`src/rtl/tdc_fifo_readout_if.sv`:
```
// Byte stream from the TDC readout serializer toward the readout link bridge.
interface tdc_fifo_readout_if;
    logic [7:0] o_byte;
    logic       o_valid;
    logic       i_ready;
    logic       o_last;

    modport master (
        output o_byte,
        output o_valid,
        output o_last,
        input  i_ready
    );

    modport slave (
        input  o_byte,
        input  o_valid,
        input  o_last,
        output i_ready
    );
endinterface

```
`src/rtl/tdc_fifo_readout.sv`:
```
// Read side of the TDC event FIFO. Pops one event word at a time, prefixes
// the sync nibble and streams it MSB-first as a 9-byte frame.
//
// state   | meaning
// --------+-----------------------------------------------------------
// IDLE    | waiting for enable and a non-empty FIFO; pops when both hold
// CAPTURE | popped word is on fifo_data; load shift register and fields
// SEND    | present bytes 0..8 on the stream, advance on each handshake
module tdc_fifo_readout #(
    parameter int         DATA_LENGTH = 68,
    parameter int         CHAN_W      = 4,
    parameter int         TOT_W       = 16,
    parameter int         TS_W        = 48,
    parameter logic [3:0] SYNC        = 4'hA,
    parameter int         COUNT_WIDTH = 16
) (
    input  logic                   clk,
    input  logic                   reset,
    input  logic                   enable,
    input  logic                   fifo_empty,
    input  logic [DATA_LENGTH-1:0] fifo_data,
    output logic                   fifo_read,
    tdc_fifo_readout_if.master     stream,
    output logic [CHAN_W-1:0]      o_chan,
    output logic [TOT_W-1:0]       o_tot,
    output logic [TS_W-1:0]        o_ts,
    output logic                   busy,
    output logic [COUNT_WIDTH-1:0] frames_sent
);

    // Frame is the sync nibble followed by the full FIFO word.
    localparam int         FRAME_W     = DATA_LENGTH + 4;
    localparam int         FRAME_BYTES = FRAME_W / 8;
    localparam logic [3:0] LAST_IDX    = 4'(FRAME_BYTES - 1);

    typedef enum logic [1:0] {
        IDLE,
        CAPTURE,
        SEND
    } state_t;

    state_t               state;
    state_t               state_nxt;
    logic [FRAME_W-1:0]   shift_q;
    logic [3:0]           idx_q;
    logic                 valid_q;
    logic                 valid_nxt;
    logic                 last_q;
    logic                 last_nxt;
    logic                 pop;
    logic                 accept;
    logic                 frame_done;

    assign accept     = (state == SEND) && valid_q && stream.i_ready;
    assign frame_done = accept && (idx_q == LAST_IDX);

    // Reset masks the pop so a held reset never drains the FIFO.
    assign fifo_read      = pop && reset;
    assign busy           = (state != IDLE);
    assign stream.o_byte  = shift_q[FRAME_W-1 -: 8];
    assign stream.o_valid = valid_q;
    assign stream.o_last  = last_q;

    // State register.
    always_ff @(posedge clk) begin
        if (!reset) begin
            state <= IDLE;
        end else begin
            state <= state_nxt;
        end
    end

    // Next-state, pop strobe and next values of the registered stream flags.
    always_comb begin
        state_nxt = state;
        pop       = 1'b0;
        valid_nxt = valid_q;
        last_nxt  = last_q;
        case (state)
            IDLE: begin
                valid_nxt = 1'b0;
                last_nxt  = 1'b0;
                if (enable && !fifo_empty) begin
                    pop       = 1'b1;
                    state_nxt = CAPTURE;
                end
            end
            CAPTURE: begin
                valid_nxt = 1'b1;
                last_nxt  = 1'b0;
                state_nxt = SEND;
            end
            SEND: begin
                if (accept) begin
                    if (idx_q == LAST_IDX) begin
                        valid_nxt = 1'b0;
                        last_nxt  = 1'b0;
                        state_nxt = IDLE;
                    end else begin
                        last_nxt = (idx_q == LAST_IDX - 4'd1);
                    end
                end
            end
            default: begin
                state_nxt = IDLE;
                valid_nxt = 1'b0;
                last_nxt  = 1'b0;
            end
        endcase
    end

    // Registered stream flags; they only move on a handshake, so they hold under back-pressure.
    always_ff @(posedge clk) begin
        if (!reset) begin
            valid_q <= 1'b0;
            last_q  <= 1'b0;
        end else begin
            valid_q <= valid_nxt;
            last_q  <= last_nxt;
        end
    end

    // Shift register, byte index and decoded fields of the word in flight.
    always_ff @(posedge clk) begin
        if (!reset) begin
            shift_q <= '0;
            idx_q   <= '0;
            o_chan  <= '0;
            o_tot   <= '0;
            o_ts    <= '0;
        end else begin
            case (state)
                CAPTURE: begin
                    shift_q <= {SYNC, fifo_data};
                    idx_q   <= '0;
                    o_chan  <= fifo_data[DATA_LENGTH-1 -: CHAN_W];
                    o_tot   <= fifo_data[TS_W +: TOT_W];
                    o_ts    <= fifo_data[TS_W-1:0];
                end
                SEND: begin
                    if (accept) begin
                        shift_q <= {shift_q[FRAME_W-9:0], 8'h00};
                        idx_q   <= idx_q + 4'd1;
                    end
                end
                default: begin
                end
            endcase
        end
    end

    // Completed-frame counter, saturating at all-ones.
    always_ff @(posedge clk) begin
        if (!reset) begin
            frames_sent <= '0;
        end else if (frame_done && (frames_sent != '1)) begin
            frames_sent <= frames_sent + COUNT_WIDTH'(1);
        end
    end

endmodule

```
`src/flat_wrapper.sv`:
```
// flat-port wrapper written by rule: the top's interface ports become plain ports
module tdc_fifo_readout_flat 
#(
    parameter int         DATA_LENGTH = 68,
    parameter int         CHAN_W      = 4,
    parameter int         TOT_W       = 16,
    parameter int         TS_W        = 48,
    parameter logic [3:0] SYNC        = 4'hA,
    parameter int         COUNT_WIDTH = 16
)
  (clk, reset, enable, fifo_empty, fifo_data, fifo_read, o_chan, o_tot, o_ts, busy, frames_sent, stream_o_byte, stream_o_valid, stream_o_last, stream_i_ready);
  tdc_fifo_readout_if stream_i ();
  input  logic clk;
  input  logic reset;
  input  logic enable;
  input  logic fifo_empty;
  input  logic [DATA_LENGTH-1:0] fifo_data;
  output logic fifo_read;
  output logic [CHAN_W-1:0] o_chan;
  output logic [TOT_W-1:0] o_tot;
  output logic [TS_W-1:0] o_ts;
  output logic busy;
  output logic [COUNT_WIDTH-1:0] frames_sent;
  output wire logic [$bits(stream_i.o_byte)-1:0] stream_o_byte;
  output wire logic [$bits(stream_i.o_valid)-1:0] stream_o_valid;
  output wire logic [$bits(stream_i.o_last)-1:0] stream_o_last;
  input wire logic [$bits(stream_i.i_ready)-1:0] stream_i_ready;
  assign stream_o_byte = stream_i.o_byte;
  assign stream_o_valid = stream_i.o_valid;
  assign stream_o_last = stream_i.o_last;
  assign stream_i.i_ready = stream_i_ready;
  tdc_fifo_readout #(.DATA_LENGTH(DATA_LENGTH), .CHAN_W(CHAN_W), .TOT_W(TOT_W), .TS_W(TS_W), .SYNC(SYNC), .COUNT_WIDTH(COUNT_WIDTH)) u_core (.clk(clk), .reset(reset), .enable(enable), .fifo_empty(fifo_empty), .fifo_data(fifo_data), .fifo_read(fifo_read), .stream(stream_i), .o_chan(o_chan), .o_tot(o_tot), .o_ts(o_ts), .busy(busy), .frames_sent(frames_sent));
endmodule
```
`config.mk`:
```
export PLATFORM = sky130hd
export DESIGN_NAME = tdc_fifo_readout_flat
export DESIGN_NICKNAME = d
export VERILOG_FILES = /design/src/rtl/tdc_fifo_readout_if.sv /design/src/rtl/tdc_fifo_readout.sv /design/src/flat_wrapper.sv
export SDC_FILE = /design/constraint.sdc
export NUM_CORES = 1
export LEC_CHECK = 0
export CAP_MARGIN = 20
export CORE_MARGIN = 4
export CORE_UTILIZATION = 45
export DETAILED_ROUTE_END_ITERATION = 8
export PLACE_DENSITY_LB_ADDON = 0.2
export SYNTH_ARGS = -nofsm -noshare
export SYNTH_HDL_FRONTEND = slang
export SYNTH_SLANG_ARGS = --single-unit
```
`constraint.sdc`:
```
create_clock -name clk -period 5 [get_ports clk]
set_clock_uncertainty 0.05 [all_clocks]
set_input_delay 1 -clock clk [delete_from_list [all_inputs] [get_ports clk]]
set_output_delay 1 -clock clk [all_outputs]
set_load 0.02 [all_outputs]
```
=== Word level (Yosys, flattened, before mapping) ===
Index checks and enable logic that the tools add are counted.

* Output and inout port bits: 96
* Input port bits: 73
* Register bits: 164
* Logic and storage cells: 47

* Reductions and logical operators: 14
* Equality and inequality tests: 8
* Muxes and demuxes: 14
* $add $sub $neg: 2

{| class="wikitable"
|+ Operators with widths
! cell !! count
|-
| $pmux 72 s2 || 1
|-
| $mux 72 || 1
|-
| $add 16x1->16 const B || 1
|-
| $ne 16x16->1 const B || 1
|-
| $pmux 4 s2 || 1
|-
| $logic_and 1x1->1 || 6
|-
| $mux 2 || 3
|-
| $pmux 2 s3 || 1
|-
| $reduce_and 2->1 || 3
|-
| $mux 1 || 5
|-
| $add 4x1->4 const B || 1
|-
| $eq 4x3->1 const B || 1
|-
| $eq 4x4->1 const B || 1
|-
| $mux 4 || 1
|-
| $ne 2x1->1 const B || 2
|-
| $reduce_bool 2->1 || 2
|-
| $reduce_and 3->1 || 1
|-
| $eq 2x1->1 const B || 1
|-
| $eq 2x2->1 const B || 1
|-
| $logic_not 2->1 || 1
|-
| $ne 2x2->1 const B || 1
|-
| $pmux 1 s2 || 1
|-
| $logic_not 1->1 || 1
|}

=== Logic depth before layout (Yosys ltp) ===
* Word-level depth: 5
* Depth in mapped cells: 8

=== Worst setup path before layout ===
Ideal clock, no wire load.

* Path kind: input to output
* Start: input reset
* End: output fifo_read
* Buffers on the path: 1
* Stages on the path: 3
* Setup slack: 2.132 ns
* Arrival time: 1.818 ns
* Path through: clkbuf_1 -> nand2_1 -> nor3_1

* Word-level cells in the longest chain between the ends: 1

{| class="wikitable"
|+ RTL lines
! what !! RTL line !! RTL
|-
| from (decl) || flat_wrapper.sv:14 || <nowiki>input logic reset;</nowiki>
|-
| $logic_and 1x1->1 || tdc_fifo_readout.sv:58 || <nowiki>assign fifo_read = pop && reset;</nowiki>
|-
| to (decl) || flat_wrapper.sv:18 || <nowiki>output logic fifo_read;</nowiki>
|}

Every way passes these cells.

=== Final worst setup path ===
Same ends and word-level chain as after synthesis.

==> results.toml <==
[setup_path]
timing.critical_path.max_delay_family = "buffers and inverters"
critical_path.startpoint = "reset"
timing.setup.critical_path_class = "in2out"
critPathMaxFanout = 10
cp-endpoint = "fifo_read"
crit_path_required_time_ns = 3.95
crit_path_start_kind = "input port"
critical_path_arrival_ns = 2.50
r2r.worst_path.cells = 4
critical_path.slowest_cell = "sky130_fd_sc_hd__clkdlybuf4s50_1"
critical-path-top-cell-by-count = "sky130_fd_sc_hd__clkdlybuf4s50_1"
path_cells = "clkdlybuf4s50_1, buf_4, nand2_1, nor3_1, clkdlybuf4s50_1"
timing.reg2reg.setup_slack_ns = 2.70
endpoint_of_the_worst_register_to_register_path = "u_core.frames_sent[15]"
timing.critical_path.slowest_cell_delay_ns = 0.63
crit_path_end_kind = "output port"
worst-path-stages = 5
crit-reg2reg-launch = "u_core.state[1]"
worst_path_buffer_plus_inverter_count = 3

[place]
buffer_ports.inserted = 168
dp.final_hpwl_microns = 11500
gp_routability_congestion = 0.793

[yosys]
synthDominantCellAreaShare_pct = 49.8
synthesis.yosys.warnings = 0
synth_most_common_cell = "sky130_fd_sc_hd__dfxtp_1"
seq_area_frac_synth_pct = 49.8
synth_fp_nets = 842
synthTopCellsByCount = "sky130_fd_sc_hd__dfxtp_1, sky130_fd_sc_hd__nand2_1, sky130_fd_sc_hd__a21oi_1"
synth_edf_count = 0
dominantRegCellSynth = "sky130_fd_sc_hd__dfxtp_1"
post_synth.cell_area_avg_sq_um = 8.61
instance_count_of_the_mapped_netlist = 766
flip_flop_and_latch_count_after_synthesis = 164
post_synth_instance_area_sq_mm = 0.00660
post_synth_main_area_contributors = "sky130_fd_sc_hd__dfxtp_1, sky130_fd_sc_hd__mux2i_1, sky130_fd_sc_hd__nand2_1"
number_of_unique_standard_cell_types_used_by_synthesis = 37
most_area_hungry_cell_type_in_the_yosys_netlist = "sky130_fd_sc_hd__dfxtp_1"
synth_async_sr_flop_share_pct = 0

[layout]
flow.area_growth_from_synthesis_pct = 35.3
drive_gt1_share_pct = 5.30
antenna-diode-count = 0
nets = 969
final.fill_count = 1194

[pwr]
p_int_w = 0.00228
power.clock.fraction_pct = 42.9
seq_power_share_pct = 46.5
leakagePower_nw = 2.95
cellPowerDensity_mw_per_mm2 = 333
net-switching-power_w = 0.000695
largest_vdd_supply_drop_mv = 0.206
power_share_of_the_combinational_group_pct = 10.5
swShare_pct = 23.3

[timing]
part_of_the_cycle_the_worst_path_needs_pct = 71.0
rsz0062_at_grt = "false"
timing.final.hold_violations = 0
whs_ns = 0.402
report.final.setup_viol = 0
fmax_mhz = 282
tightest_slew_ns = 0.838
worst_slew_margin_rel_pct = 44.1
final_period_minus_worst_setup_slack_ns = 3.55
setup_total_negative_slack_ns = 0
final-max-slew-violation-count = 0

[cts]
cts.clk_slew.worst_paths_ns = 0.06
cts_buffers = 17
hold_bufs_inserted_after_cts = 0
cts_repair_resizes = 0
clk_latency_ns = 0.41
cts.sinks = 164
postCtsSetupBuffers = 0
bufs_on_longest_clock_path = 2
cts_tree = "built"
htreeDepth = 4
cts_root_buf = "sky130_fd_sc_hd__clkbuf_16"

[run]
cap_viol_max_count = 0

[die]
row_count = 43
die_w_microns = 129
start_util_pct = 46.8
floorplan.die.height_microns = 129
fp.dieArea_sq_mm = 0.0167
floorplan.io_pins = 169
core_region_area_sq_mm = 0.0141

[global_routing]
gr-total-overflow = 0
grt_util_all_layers_pct = 20.3
grt_pass1_vias = 5679
initial_antenna_violation_count = 0
largest_net_degree_at_the_start_of_global_routing = 121
first_pass_grt_wire_length_microns = 27600

[drt]
vias_per_cell = 5.29
via_count = 5743
drt-wirelength-per-cell_microns = 15.5
drcViolationCount = 0
drt_iter0_markers = 332
wirelength_microns = 16800
ant_nets = 0
dr.pass1.iters = 4

[min_path]
hold_path_class = "reg2reg"

[run_status]
run_status = "complete, no violations"
## how the worst min path moves through the flow
stage,startpoint,end,cells past startpoint
after floorplan,u_core.shift_q[60],u_core.shift_q[68],2
after global placement,u_core.o_tot[0],u_core.o_tot[0],2
after detailed placement,u_core.o_ts[29],u_core.o_ts[29],2
after CTS,u_core.o_ts[29],u_core.o_ts[29],2
after global routing,u_core.o_tot[13],u_core.o_tot[13],2
final,u_core.o_ts[29],u_core.o_ts[29],2
## flip-flops by register name (all words and copies together) (netlist names)
name	cells
u_core.shift_q	72
u_core.o_ts	48
u_core.frames_sent	16
u_core.o_tot	16
u_core.idx_q	4
u_core.o_chan	4
u_core.state	2
u_core.stream.o_last	1
u_core.stream.o_valid	1
## power by group through the flow
stage | clock network (W) | logic (W) | registers, W
global placement | 0 | 0.000308 | 0.00141
floorplan | 0 | 0.000150 | 0.00143
detailed placement | 0 | 0.000313 | 0.00141
finish | 0.00128 | 0.000314 | 0.00139
global route | 0.00136 | 0.000344 | 0.00139
CTS | 0.00130 | 0.000315 | 0.00139
## tightest hold or removal path: stages (launching register included)
cell                      delay (ns)
sky130_fd_sc_hd__dfxtp_1        0.30
sky130_fd_sc_hd__nand2_1        0.05
sky130_fd_sc_hd__a21oi_1        0.05
## final cells by class
| cell class | count | area, sq um | share of cell area (%) |
|---|---|---|---|
| clock inverter | 9 | 101 | 1.14 |
| inverter | 4 | 17.5 | 0.196 |
| clock buffer | 23 | 478 | 5.35 |
| multi-input combinational | 530 | 3020 | 33.9 |
| sequential | 164 | 3280 | 36.8 |
| timing repair buffer | 176 | 1800 | 20.2 |
| tap | 180 | 225 | 2.52 |
## routing by layer
metal  GRT usage [%]  up-vias  wire, microns
li1                -     2913              -
met1            26.4     2678           7460
met5               0        -              0
met3            5.11        9            901
met2            33.5      143           8280
met4            6.24        0            142
## layout by cell type, fill, tap and decap left out, drive strengths merged, types with 4 or more instances in the layout
cell type / count
clkdlybuf4s50: 168
a211oi: 60
mux2i: 63
o21ai: 5
clkinv: 5
nor3: 7
nand2b: 4
o31ai: 9
dfxtp: 164
nand4: 6
or4: 11
inv: 5
clkbuf: 23
nand3: 11
buf: 8
nand2: 162
nor2: 69
a21oi: 96
## per-stage QoR
step | power, W | utilization [%] | worst slack, ns | cell area (sq um) | instances
after floorplan | 0.00158 | - | 2.13 | 6600 | 766
after global placement | 0.00172 | 58.9 | 1.41 | 8300 | 1052
after detailed placement | 0.00173 | 58.9 | 1.44 | 8300 | 1052
after CTS | 0.00300 | 63.0 | 1.42 | 8880 | 1084
after global routing | 0.00309 | 63.3 | 1.38 | 8930 | 1086
final | 0.00298 | 63.3 | 1.45 | 8930 | 1086
## cells by family (layout without fill, tap and decap cells)
logic type / count (synthesis) / count (layout) / share of synthesized area, %
fa+ha+maj: 3 / 3 / 0.569
compound gates: 171 / 171 / 15.6
buf+inv: 72 / 212 / 4.72
simple gates: 292 / 292 / 19.6
xor+xnor: 1 / 1 / 0.133
flops: 164 / 164 / 49.8
mux: 63 / 63 / 9.56
(Power assumes the default switching activity.)
